**config.mk**
```make
export PLATFORM = sky130hd
export DESIGN_NAME = comperator_axi_ip_v1_0_frame_sync
export DESIGN_NICKNAME = d
export VERILOG_FILES = /design/src/rtl/comperator_axi_ip_v1_0_frame_sync.sv
export SDC_FILE = /design/constraint.sdc
export NUM_CORES = 1
export LEC_CHECK = 0
export BUFFER_PORTS_ARGS = -buffer_cell sky130_fd_sc_hd__buf_2
export CAP_MARGIN = 20
export CORE_MARGIN = 5
export CORE_UTILIZATION = 43
export DETAILED_ROUTE_END_ITERATION = 10
export PLACE_DENSITY_LB_ADDON = 0.3
export SLEW_MARGIN = 20
export SYNTH_ARGS = -nofsm -noshare
export SYNTH_HDL_FRONTEND = slang
export SYNTH_SLANG_ARGS = --single-unit
```
**constraint.sdc**
```tcl
create_clock -name aclk -period 6 [get_ports aclk]
set_input_delay 0.9 -clock aclk [delete_from_list [all_inputs] [get_ports aclk]]
set_output_delay 0.9 -clock aclk [all_outputs]
set_load 0.01 [all_outputs]
```
**src/rtl/comperator_axi_ip_v1_0_frame_sync.sv**
```systemverilog
// ---------------------------------------------------------------------------
// comperator_axi_ip_v1_0_frame_sync
//
// Passive frame-synchronisation monitor for NUM_CH AXI4-Stream video
// channels. Once armed with 'go' it watches for the start-of-frame beat
// (tuser) on every channel. It reports which channels have delivered their
// SOF, how many cycles separate the first and last SOF, and whether any
// channel repeated its SOF before all channels lined up. The block only
// observes the streams and never drives any handshake signal.
//
// Optional feature macro: FRAME_SYNC_LINE_CNT_EN
//   defined   -> per-channel line counters (tlast beats since that channel's SOF)
//   undefined -> no counter logic, line_cnt is tied to zero
//
// Ports
//   aclk           clock
//   aresetn        synchronous active-low reset
//   s_axis_tdata   NUM_CH*DATA_WIDTH pixel data (observed only)
//   s_axis_tvalid  per-channel valid
//   s_axis_tready  per-channel ready from the downstream sink
//   s_axis_tuser   per-channel start-of-frame marker
//   s_axis_tlast   per-channel end-of-line marker
//   go             arm / re-arm request
//   cont           continuous mode: re-arm automatically after one locked cycle
//   sof_seen       channel delivered its SOF since arming
//   sof            level, all channels synchronised
//   sof_pulse      one-cycle pulse on entry to the locked state
//   skew           cycles between first and last channel SOF (saturating)
//   sync_err       sticky: a channel repeated its SOF before lock
//   line_cnt       per-channel line counters, CNT_WIDTH bits each
// ---------------------------------------------------------------------------
module comperator_axi_ip_v1_0_frame_sync #(
  parameter int DATA_WIDTH = 24,
  parameter int NUM_CH     = 2,
  parameter int CNT_WIDTH  = 12
) (
  input  logic                        aclk,
  input  logic                        aresetn,
  input  logic [NUM_CH*DATA_WIDTH-1:0] s_axis_tdata,
  input  logic [NUM_CH-1:0]           s_axis_tvalid,
  input  logic [NUM_CH-1:0]           s_axis_tready,
  input  logic [NUM_CH-1:0]           s_axis_tuser,
  input  logic [NUM_CH-1:0]           s_axis_tlast,
  input  logic                        go,
  input  logic                        cont,
  output logic [NUM_CH-1:0]           sof_seen,
  output logic                        sof,
  output logic                        sof_pulse,
  output logic [CNT_WIDTH-1:0]        skew,
  output logic                        sync_err,
  output logic [NUM_CH*CNT_WIDTH-1:0] line_cnt
);

  typedef enum logic [1:0] {IDLE, ARMED, PARTIAL, LOCKED} state_t;

  localparam logic [NUM_CH-1:0] ALL_CH = '1;

  state_t                 state_q, state_d;
  logic [NUM_CH-1:0]      seen_q, seen_d;
  logic [CNT_WIDTH-1:0]   skew_q, skew_d;
  logic                   err_q, err_d;
  logic                   pulse_q, pulse_d;

  logic [NUM_CH-1:0]      beat;
  logic [NUM_CH-1:0]      sof_beat;
  logic                   restart;
  logic                   collide;
  logic [NUM_CH-1:0]      cand_seen;

  // Pixel data is only carried through for observation; tlast is unused
  // when the line counters are compiled out.
  logic unused_inputs;
  assign unused_inputs = ^{s_axis_tdata, s_axis_tlast};

  assign beat     = s_axis_tvalid & s_axis_tready;
  assign sof_beat = beat & s_axis_tuser;

  // A go while waiting for SOFs restarts the search; same-cycle SOFs then
  // count against the fresh (cleared) set. A repeated SOF while partially
  // synchronised also restarts, keeping only the channels that fired now.
  assign restart   = go && (state_q == ARMED || state_q == PARTIAL);
  assign collide   = !go && (state_q == PARTIAL) && |(sof_beat & seen_q);
  assign cand_seen = (restart || collide) ? sof_beat : (seen_q | sof_beat);

  always_ff @(posedge aclk) begin
    if (!aresetn) state_q <= IDLE;
    else          state_q <= state_d;
  end

  always_comb begin
    state_d = state_q;
    case (state_q)
      IDLE: begin
        if (go) state_d = ARMED;
      end
      ARMED, PARTIAL: begin
        if (cand_seen == ALL_CH) state_d = LOCKED;
        else if (|cand_seen)     state_d = PARTIAL;
        else                     state_d = ARMED;
      end
      LOCKED: begin
        if (go || cont) state_d = ARMED;
      end
      default: state_d = IDLE;
    endcase
  end

  always_comb begin
    seen_d  = seen_q;
    skew_d  = skew_q;
    err_d   = err_q;
    pulse_d = (state_d == LOCKED) && (state_q != LOCKED);
    case (state_q)
      IDLE: begin
        if (go) begin
          seen_d = '0;
          skew_d = '0;
          err_d  = 1'b0;
        end
      end
      ARMED: begin
        seen_d = cand_seen;
        skew_d = '0;
      end
      PARTIAL: begin
        seen_d = cand_seen;
        if (restart || collide)  skew_d = '0;
        else if (skew_q != '1)   skew_d = skew_q + CNT_WIDTH'(1);
        if (collide) err_d = 1'b1;
      end
      LOCKED: begin
        if (go || cont) begin
          seen_d = '0;
          skew_d = '0;
        end
      end
      default: begin
        seen_d = '0;
        skew_d = '0;
      end
    endcase
  end

  always_ff @(posedge aclk) begin
    if (!aresetn) begin
      seen_q  <= '0;
      skew_q  <= '0;
      err_q   <= 1'b0;
      pulse_q <= 1'b0;
    end else begin
      seen_q  <= seen_d;
      skew_q  <= skew_d;
      err_q   <= err_d;
      pulse_q <= pulse_d;
    end
  end

  assign sof_seen  = seen_q;
  assign sof       = (state_q == LOCKED);
  assign sof_pulse = pulse_q;
  assign skew      = skew_q;
  assign sync_err  = err_q;

`ifdef FRAME_SYNC_LINE_CNT_EN
  // Line counters run in every state; an SOF beat restarts the count and
  // its own tlast (if any) is the first line.
  for (genvar c = 0; c < NUM_CH; c++) begin : g_line
    logic [CNT_WIDTH-1:0] cnt_q;
    always_ff @(posedge aclk) begin
      if (!aresetn) begin
        cnt_q <= '0;
      end else if (sof_beat[c]) begin
        cnt_q <= s_axis_tlast[c] ? CNT_WIDTH'(1) : '0;
      end else if (beat[c] && s_axis_tlast[c] && cnt_q != '1) begin
        cnt_q <= cnt_q + CNT_WIDTH'(1);
      end
    end
    assign line_cnt[c*CNT_WIDTH +: CNT_WIDTH] = cnt_q;
  end
`else
  assign line_cnt = '0;
`endif

endmodule

```
==> flow_metrics.env <==
export IMPL_r2r_cells=7
export IMPL_yosysSeqAreaShare=0.2727
export IMPL_power_frac_seq=0.505
export IMPL_fmax_ghz=0.4278
export IMPL_ctsHoldBuffers=0
export IMPL_critPathRequiredTime_ns=6.17
export IMPL_final_util=0.4683
export IMPL_critPathArrivalTime_ns=2.51
export IMPL_end_kind="flip-flop"
export IMPL_holdPathEnd="sync_err"
export IMPL_fin_crit_sh=0.3896
export IMPL_row_count=20
export IMPL_grt_setup_unrepaired="false"
export IMPL_cp_num_buf_inv=1
export IMPL_async_flop_share=0
export IMPL_intPower_mw=0.1707
export IMPL_worstSetupPathType="flip-flop to flip-flop"
export IMPL_clockBufferDepth=2
export IMPL_cts_sinks=18
export IMPL_htreeDepth=1
export IMPL_p_sw_mw=0.07246
export IMPL_r2r_slack_ns=3.66
export IMPL_tritoncts="done"
export IMPL_grt_max_degree=20
export IMPL_boundaryPins=101
export IMPL_path_common_cell="nand2_1"
export IMPL_drtIter0Drc=52
export IMPL_ys_types=41
export IMPL_holdWs_ns=0.4849
export IMPL_ant_nets=0
export IMPL_grt_pass1_vias=1056
export IMPL_synth_mux_area_frac=0
export IMPL_die_w_um=65.43
export IMPL_cp_cell_sequence="inv_1 > ha_1 > nand2_1 > nand2_1 > nor2_2 > nor2_1 > a2111oi_0"
export IMPL_powerDensity_nw_per_um2=172.9
export IMPL_grt_use_met1=0.1797
export IMPL_vias=1265
export IMPL_irDropWorstVdd_mv=0.06208
export IMPL_grt_pass1_wl_um=5009
export IMPL_post_drt_wl_per_cell_um=13.81
export IMPL_area_growth_pct=6.440
export IMPL_die_h_um=65.43
export IMPL_grt_usage=0.1476
export IMPL_swShare=0.2980
export IMPL_finalClockSkew_ns=0.003043
export IMPL_synth_top_family_by_area="simple AND/OR/NAND/NOR gates"
export IMPL_slowest_delay_ns=0.53
export IMPL_avgViaCountPerCell=5.724
export IMPL_gr_max_usage_layer="met2"
export IMPL_startpoint="state_q[0]"
export IMPL_dp_slack_ns=3.337
export IMPL_antenna_found_initial=0
export IMPL_final_hold_viol_count=0
export IMPL_synth_adder_area_share=0.05682
export IMPL_critical_path_top_delay_family="simple AND/OR/NAND/NOR gates"
export IMPL_status="completed"
export IMPL_synth_area_um2=1321
export IMPL_drcViolationCount=0
export IMPL_fin_crit_ns=2.337
export IMPL_dieArea_um2=4281
export IMPL_firstDrtPassIters=5
export IMPL_setup_viol=0
export IMPL_p_leak_nw=0.5910
export IMPL_drive_gt1_frac=0.2021
export IMPL_clockPowerShare=0.313
export IMPL_cp_start_kind="flip-flop"
export IMPL_synth_compound_area_frac=0.2320
export IMPL_grtUsageMet2=0.2516
export IMPL_yosys_area_share_simple=0.2633
export IMPL_place_congestion=0.7603
export IMPL_drt_total_wl_um=3053
export IMPL_coreArea_um2=3003
export IMPL_r2r_end="skew[10]"
export IMPL_pwr_share_comb=0.183
export IMPL_final_nets=255
export IMPL_slew_headroom=0.5428
export IMPL_worstSkewPairLatency_ns=0.30
export IMPL_syn_area_per_cell_um2=7.959
export IMPL_worstMarginPinSlew_ns=0.6858
export IMPL_synth_seq_cells=18
export IMPL_crit_slowest_cell="nor2_2"
export IMPL_synthCells=166
export IMPL_p_total_mw=0.2431
export IMPL_timing_rr_start="state_q[0]"
export IMPL_post_cts_repair_setup_buffers=0
export IMPL_synth_edf_count=0
export IMPL_setup_tns_ns=0
export IMPL_port_buffers=26
export IMPL_worstHoldStart="sync_err"
export IMPL_cts_buffers=3
export IMPL_overflow=0
export IMPL_maxCapViolations=0
export IMPL_fillerInstances=316
export IMPL_initial_utilization=0.4400
export IMPL_synth_warnings=0
export IMPL_antennaDiodeCount=0
export IMPL_cts_root_buf="clkbuf_4"
export IMPL_clk_pin_slew_ns=0.11
export IMPL_finalWorstSetupSlack_ns=3.663
export IMPL_worst_path_max_fanout=15
export IMPL_hpwl_um=2313
export IMPL_synthFlopType="dfxtp_1"
export IMPL_cts_resized=0
export IMPL_holdPathStages=2
export IMPL_grt_util_met3=0.01709
export IMPL_yosys_area_share_xor_xnor=0
export IMPL_drv_slew=0
export IMPL_hold_class="flip-flop to flip-flop"
[worst register-to-register path, delay by kind of cell (launching register included)]
family	cells	cell delay [ns]
simple gates	4	0.99
flops	1	0.39
compound gates	1	0.38
fa+ha+maj	1	0.37
buf+inv	1	0.10
[worst max path at each step]
stage | endpoint | slack [ns] | cells after the start
after detailed placement | sof_pulse | 3.34 | 9
after global placement | sof_pulse | 3.42 | 10
after CTS | skew[10] | 3.66 | 7
after global routing | skew[10] | 3.41 | 7
final | skew[10] | 3.66 | 7
after floorplan | sof_pulse | 3.69 | 9
[power by group through the flow]
stage	clock network, mW	logic (mW)	registers [mW]
detailed placement	0	0.0433	0.125
finish	0.0760	0.0444	0.123
CTS	0.0771	0.0434	0.123
floorplan	0	0.0440	0.125
global route	0.0849	0.0494	0.123
global placement	0	0.0415	0.125
[final cells by class]
cell class / count / area [um^2] / area share
multi-input cells: 135 / 819.5 / 0.5827
flip-flops and latches: 18 / 360.3 / 0.2562
repair buffers: 26 / 130.1 / 0.09253
well taps: 33 / 41.29 / 0.02936
clock buffers: 4 / 36.28 / 0.02580
inverters: 5 / 18.77 / 0.01335
[sequential cells by signal, indices dropped and copies added (netlist names)]
register	cells
sync_err	1
skew	12
state_q	2
sof_seen	2
sof_pulse	1
[synthesized netlist by cell type, types with 2 or more instances]
master	count	share of area
or4_1	2	0.011
clkbuf_1	5	0.014
buf_2	2	0.0076
o31ai_1	6	0.034
inv_1	5	0.014
o21ai_0	7	0.027
and4_1	2	0.013
buf_4	24	0.14
nor2_1	8	0.023
a21oi_1	9	0.034
nor3_1	2	0.0076
ha_1	6	0.057
a31oi_1	5	0.024
and2_1	2	0.0095
dfxtp_1	18	0.27
o2111ai_1	2	0.013
nand2_1	15	0.043
nand3_1	13	0.049
nand4_1	6	0.028
o41ai_1	2	0.013
and3_1	4	0.019
a211oi_1	2	0.011
[placed cells by master (no fill, tap or decap), types with 2 or more instances in the layout]
cell type  instances
nand3_1           13
inv_1              5
o31ai_1            6
o41ai_1            2
nand2_1           15
nor3_1             2
conb_1            24
nor2_1             8
a31oi_1            5
and3_1             4
o21ai_0            7
a211oi_1           2
or4_1              2
a21oi_1            9
dfxtp_1           18
and2_1             2
clkbuf_4           3
buf_2             26
o2111ai_1          2
ha_1               6
and4_1             2
nand4_1            6
[metal layers]
metal  share of wire  up-vias
met5               0        -
li1                -      614
met4           0.026        0
met1            0.44      588
met3           0.074        7
met2            0.46       56
[logic make-up (layout without fill, tap and decap cells)]
kind of cell,Yosys count,in the layout
compound gates,43,43
fa+ha+maj,6,6
buf+inv,36,35
flops,18,18
other cells,1,24
simple gates,62,62
[per-stage QoR]
step	cells	cell area (um^2)
2_1_floorplan	189	1408
3_3_place_gp	217	1370
3_5_place_dp	217	1370
4_1_cts	221	1406
5_1_grt	221	1406
6_report	221	1406
No activity file was read; power rests on OpenSTA's default activity.
